===== src/rtl/bitram_word_reader.sv =====
// bitram_word_reader
// Read-side client for a 512x1 asynchronous-read bit RAM. A command gives
// a start bit address and a word count; the block walks the RAM address
// one bit per cycle, packs DATA_W bits per word and streams the words out
// on a valid/ready port, flagging the final word of the command with LAST.
//
// Ports
//   CLK, RST          clock; synchronous active-high reset
//   CMD_VALID/READY   command handshake (READY only in IDLE)
//   CMD_ADDR[8:0]     start bit address
//   CMD_WORDS[7:0]    number of words (0 = no-op)
//   RAM_A[8:0]        registered RAM address
//   RAM_O             asynchronous RAM read data for RAM_A
//   DOUT_VALID/READY  output word handshake
//   DOUT_DATA         packed word
//   DOUT_LAST         final word of the command
//   BUSY              state != IDLE or an output word is pending
//   DBG_STATE[1:0]    FSM state: 0 IDLE, 1 FETCH, 2 HOLD
//
// Handshakes: a transfer happens on a rising edge where VALID and READY are
// both high. While VALID=1 and READY=0 the producer holds DATA/LAST stable
// and keeps VALID high; VALID never depends combinationally on READY.
module bitram_word_reader #(
    parameter int   DATA_W    = 8,
    parameter logic MSB_FIRST = 1'b0
) (
    input  logic              CLK,
    input  logic              RST,
    input  logic              CMD_VALID,
    output logic              CMD_READY,
    input  logic [8:0]        CMD_ADDR,
    input  logic [7:0]        CMD_WORDS,
    output logic [8:0]        RAM_A,
    input  logic              RAM_O,
    output logic              DOUT_VALID,
    input  logic              DOUT_READY,
    output logic [DATA_W-1:0] DOUT_DATA,
    output logic              DOUT_LAST,
    output logic              BUSY,
    output logic [1:0]        DBG_STATE
);

    localparam int CNT_W = (DATA_W > 1) ? $clog2(DATA_W) : 1;
    localparam logic [CNT_W-1:0] LAST_BIT = CNT_W'(DATA_W - 1);

    typedef enum logic [1:0] {
        ST_IDLE  = 2'd0,
        ST_FETCH = 2'd1,
        ST_HOLD  = 2'd2
    } state_t;

    state_t              state_q, state_d;
    logic [8:0]          ram_a_q, ram_a_d;
    logic [7:0]          words_left_q, words_left_d;
    logic [CNT_W-1:0]    bitcnt_q, bitcnt_d;
    logic [DATA_W-1:0]   shift_q, shift_d;
    logic [DATA_W-1:0]   dout_data_q, dout_data_d;
    logic                dout_valid_q, dout_valid_d;
    logic                dout_last_q, dout_last_d;

    logic                cmd_accept;
    logic                out_free;
    logic                word_done;
    logic                load;
    logic                last_word;
    logic [DATA_W-1:0]   word_full;
    logic [DATA_W-1:0]   load_word;

    assign cmd_accept = (state_q == ST_IDLE) && CMD_VALID;
    // Output register can take a new word if empty or being drained this edge.
    assign out_free   = !dout_valid_q || DOUT_READY;
    assign word_done  = (state_q == ST_FETCH) && (bitcnt_q == LAST_BIT);
    assign last_word  = (words_left_q == 8'd1);
    assign load       = (word_done && out_free) || ((state_q == ST_HOLD) && out_free);

    // Word including the bit sampled this cycle. LSB-first shifts in at the
    // top so the first bit ends up at bit 0 after DATA_W shifts; MSB-first
    // shifts in at the bottom so the first bit ends up at the top.
    assign word_full = MSB_FIRST ? {shift_q[DATA_W-2:0], RAM_O}
                                 : {RAM_O, shift_q[DATA_W-1:1]};
    assign load_word = (state_q == ST_HOLD) ? shift_q : word_full;

    // State register
    always_ff @(posedge CLK) begin
        if (RST) begin
            state_q <= ST_IDLE;
        end else begin
            state_q <= state_d;
        end
    end

    // Next-state logic
    always_comb begin
        state_d = state_q;
        case (state_q)
            ST_IDLE: begin
                if (cmd_accept && (CMD_WORDS != 8'd0)) begin
                    state_d = ST_FETCH;
                end
            end
            ST_FETCH: begin
                if (word_done) begin
                    if (out_free) begin
                        state_d = last_word ? ST_IDLE : ST_FETCH;
                    end else begin
                        state_d = ST_HOLD;
                    end
                end
            end
            ST_HOLD: begin
                if (out_free) begin
                    state_d = last_word ? ST_IDLE : ST_FETCH;
                end
            end
            default: state_d = ST_IDLE;
        endcase
    end

    // Output logic
    always_comb begin
        CMD_READY = (state_q == ST_IDLE);
        BUSY      = (state_q != ST_IDLE) || dout_valid_q;
        DBG_STATE = state_q;
    end

    // Datapath next-state
    always_comb begin
        ram_a_d      = ram_a_q;
        words_left_d = words_left_q;
        bitcnt_d     = bitcnt_q;
        shift_d      = shift_q;
        dout_data_d  = dout_data_q;
        dout_valid_d = dout_valid_q;
        dout_last_d  = dout_last_q;

        if (cmd_accept) begin
            ram_a_d      = CMD_ADDR;
            words_left_d = CMD_WORDS;
            bitcnt_d     = '0;
        end

        if (state_q == ST_FETCH) begin
            shift_d  = word_full;
            ram_a_d  = ram_a_q + 9'd1;   // natural 9-bit wrap 511 -> 0
            bitcnt_d = word_done ? '0 : bitcnt_q + CNT_W'(1);
        end

        if (dout_valid_q && DOUT_READY) begin
            dout_valid_d = 1'b0;
        end

        // A load on the same edge as a transfer keeps VALID high: no bubble.
        if (load) begin
            dout_data_d  = load_word;
            dout_valid_d = 1'b1;
            dout_last_d  = last_word;
            words_left_d = words_left_q - 8'd1;
        end
    end

    always_ff @(posedge CLK) begin
        if (RST) begin
            ram_a_q      <= '0;
            words_left_q <= '0;
            bitcnt_q     <= '0;
            shift_q      <= '0;
            dout_data_q  <= '0;
            dout_valid_q <= 1'b0;
            dout_last_q  <= 1'b0;
        end else begin
            ram_a_q      <= ram_a_d;
            words_left_q <= words_left_d;
            bitcnt_q     <= bitcnt_d;
            shift_q      <= shift_d;
            dout_data_q  <= dout_data_d;
            dout_valid_q <= dout_valid_d;
            dout_last_q  <= dout_last_d;
        end
    end

    assign RAM_A      = ram_a_q;
    assign DOUT_DATA  = dout_data_q;
    assign DOUT_VALID = dout_valid_q;
    assign DOUT_LAST  = dout_last_q;

endmodule


===== config.mk =====
export PLATFORM = sky130hd
export DESIGN_NAME = bitram_word_reader
export DESIGN_NICKNAME = d
export VERILOG_FILES = /design/src/rtl/bitram_word_reader.sv
export SDC_FILE = /design/constraint.sdc
export NUM_CORES = 1
export LEC_CHECK = 0
export CORE_MARGIN = 2
export CORE_UTILIZATION = 45
export DETAILED_ROUTE_END_ITERATION = 16
export PLACE_DENSITY = 0.76
export SLEW_MARGIN = 10
export SYNTH_ARGS = -nofsm -noshare
export SYNTH_HDL_FRONTEND = slang
export SYNTH_SLANG_ARGS = --single-unit

===== constraint.sdc =====
create_clock -name CLK -period 1.6 [get_ports CLK]
set_input_delay 0.32 -clock CLK [delete_from_list [all_inputs] [get_ports CLK]]
set_output_delay 0.32 -clock CLK [all_outputs]
set_load 0.005 [all_outputs]

==> results.toml <==
[setup_path]
crit_path_end_kind = "flop"
worstPathRequired_ns = 1.83
arrival_ns = 1.89
crit_fanout = 6
r2r_slack_ns = -0.06
crit_type = "reg -> reg"
worstSetupStartpointType = "flop"

[final_layout]
stdcell_count = 358
area_growth_pct = 45.6
final_util = 0.667
antenna_cells = 0
nNetsFinal = 333
layout-drive-gt1-share = 0.212
final_cell_mix = "40 x nand2_1, 40 x clkdlybuf4s50_1, 32 x dfxtp_1"
stdcell_area_um2 = 2860

[clock_network]
cts_tree = "done"
cts_sinks = 40
numCtsBuffers = 5
worstSkewPairLatency_ns = 0.30
clk_path_buf_depth = 2
ctsHoldBuffers = 0
cts_root_buf = "clkbuf_8"
clk_pin_slew_ns = 0.08
cts_htree_levels = 2

[detailed_routing]
drc_errors = 0
vias = 2022
wirelength_mm = 5.35
wl_per_cell_um = 14.9
ant_nets = 0
drtIter0Drc = 118
drt_first_pass_iters = 4
viasPerCell = 5.65

[global_route]
gr-total-overflow = 0
grt_pass1_vias = 1961
gr-usage-all-layers = 0.225
grt_max_degree = 23
antenna_found_initial = 0
grt_pass1_wl_mm = 8.88

[synthesis]
ys_warn_count = 0
ys_ff_latch = 40
synthArstFlopShare = 0
yosysSeqAreaShare = 0.407
netlist_instances = 241
avgSynthCellArea_um2 = 8.16
syn-cell-area_um2 = 1970
synth-edff-count = 0
syn-num-nets = 268
synth_cell_types = 48
synthFlopType = "dfxtp_1"

[die]
die_w_um = 70.1
core_area_um2 = 4290
dieHeight_um = 70.1
start_util = 0.458
num_rows = 24
dieArea_um2 = 4920
ios = 45

[sta]
slew_headroom = 0.726
worstMarginPinSlew_ns = 0.408
layout_setup_ws_ns = -0.0619
setup_tns_ns = -0.148
setup_viol = 5
holdWs_ns = 0.475
fin_crit_ns = 1.66
fin_crit_sh = 1.04
finalHoldViolations = 0
rsz0062_at_grt = "yes"
slew_viol_final = 0
fin_worst_skew_ns = 0.00942
fmaxAchievable_mhz = 602

[placed_design]
dp_hpwl_mm = 3.74
dpl_cell_area_um2 = 2640
place_congestion = 0.789
dp.cells = 349
portBuffers = 44

[power_and_ir_drop]
switching_share = 0.238
netSwitchingPower_mw = 0.582
p_int_mw = 1.87
seqPwrFrac = 0.442
clock_power_share = 0.396
power_frac_comb = 0.162
ir_drop_uv = 557
p_leak_nw = 1.02
power-per-cell-area_nw_per_um2 = 855

[outcome]
violations = "negative setup slack"
status = "complete, but fails checks"

[run]
cap_viol_max_count = 0

[hold_path]
min_path_type = "reg -> reg"
[logic make-up (layout without fill, tap and decap cells)]
| kind of cell | after synthesis | in the layout | share of synthesized area |
|---|---|---|---|
| AO/OA/AOI/OAI | 62 | 62 | 0.209 |
| buffers and inverters | 23 | 88 | 0.0668 |
| multiplexers | 3 | 3 | 0.0159 |
| adder cells (fa/ha/maj) | 5 | 5 | 0.0318 |
| AND/OR/NAND/NOR | 108 | 108 | 0.269 |
| flip-flops | 40 | 40 | 0.407 |
[what timing repair did]
action	4_1_cts	5_1_grt
setup endpoints to repair	13	22
gates cloned	1	0
endpoints found under the hold margin	0	0
gates resized for setup	16	10
pin swaps	7	3
buffers inserted	1	0
[power by group through the flow]
stage / combinational (mW) / clock (mW) / sequential (mW)
floorplan: 0.184 / 0 / 1.09
global placement: 0.379 / 0 / 1.10
detailed placement: 0.384 / 0 / 1.10
CTS: 0.394 / 0.983 / 1.08
global route: 0.435 / 1.02 / 1.09
finish: 0.398 / 0.970 / 1.08
[worst max-delay path, cell delays in order (launching register included)]
cell,delay [ns]
dfxtp_2,0.34
ha_4,0.16
ha_4,0.15
and3b_1,0.18
o21a_4,0.26
buf_12,0.14
a211o_1,0.26
a21oi_2,0.10
[worst paths after layout]
path,endpoint,start,cells past startpoint
max,words_left_q[2],bitcnt_q[1],7
min,DOUT_LAST,DOUT_LAST,2
max reg2reg,words_left_q[2],bitcnt_q[1],7
min reg2reg,DOUT_LAST,DOUT_LAST,2
[synthesized netlist by cell type, drive strengths merged, types with 2 or more instances]
library cell  number  area share
a21oi             25       0.064
a22oi              2      0.0076
a311oi             9       0.040
a31oi              5       0.016
a32oi              3       0.013
buf               13       0.048
clkbuf             5      0.0095
dfxtp             40        0.41
ha                 5       0.032
inv                5      0.0095
mux2i              2       0.010
nand2             40       0.076
nand2b             4       0.013
nand3             12       0.031
nand4              2      0.0064
nor2              24       0.046
nor2b              2       0.010
nor3               5       0.013
nor4               6       0.019
o211ai             3       0.011
o21a               3       0.011
o21ai              3      0.0076
o21bai             2      0.0076
or3                2      0.0064
or3b               2      0.0089
[state kept, by name (all words and copies together), names as in the netlist]
register      count
words_left_q      8
DBG_STATE         2
DOUT_VALID        1
DOUT_DATA         8
shift_q           8
bitcnt_q          3
RAM_A             9
DOUT_LAST         1
[cell type report]
class,count,area [um^2]
Clock buffer,5,68.8
Clock inverter,2,60.1
Fill cell,356,1430
Inverter,5,18.8
Multi-Input combinational cell,178,1120
Sequential cell,40,811
Tap cell,52,65.1
Timing Repair Buffer,76,724
[metal layers]
| metal | vias up | track usage | wire length [um] |
|---|---|---|---|
| li1 | 999 | - | - |
| met1 | 954 | 0.294 | 2420 |
| met2 | 61 | 0.361 | 2560 |
| met3 | 8 | 0.0476 | 263 |
| met4 | 0 | 0.0919 | 99 |
| met5 | - | 0 | 0 |
[metrics by stage]
stage                     worst slack (ns)  power, mW
after floorplan                    -0.0243       1.28
after global placement              -0.163       1.48
after detailed placement            -0.183       1.49
after CTS                          -0.0303       2.45
after global routing                -0.120       2.55
final                              -0.0619       2.45
Power figures use the tool's default switching activity.
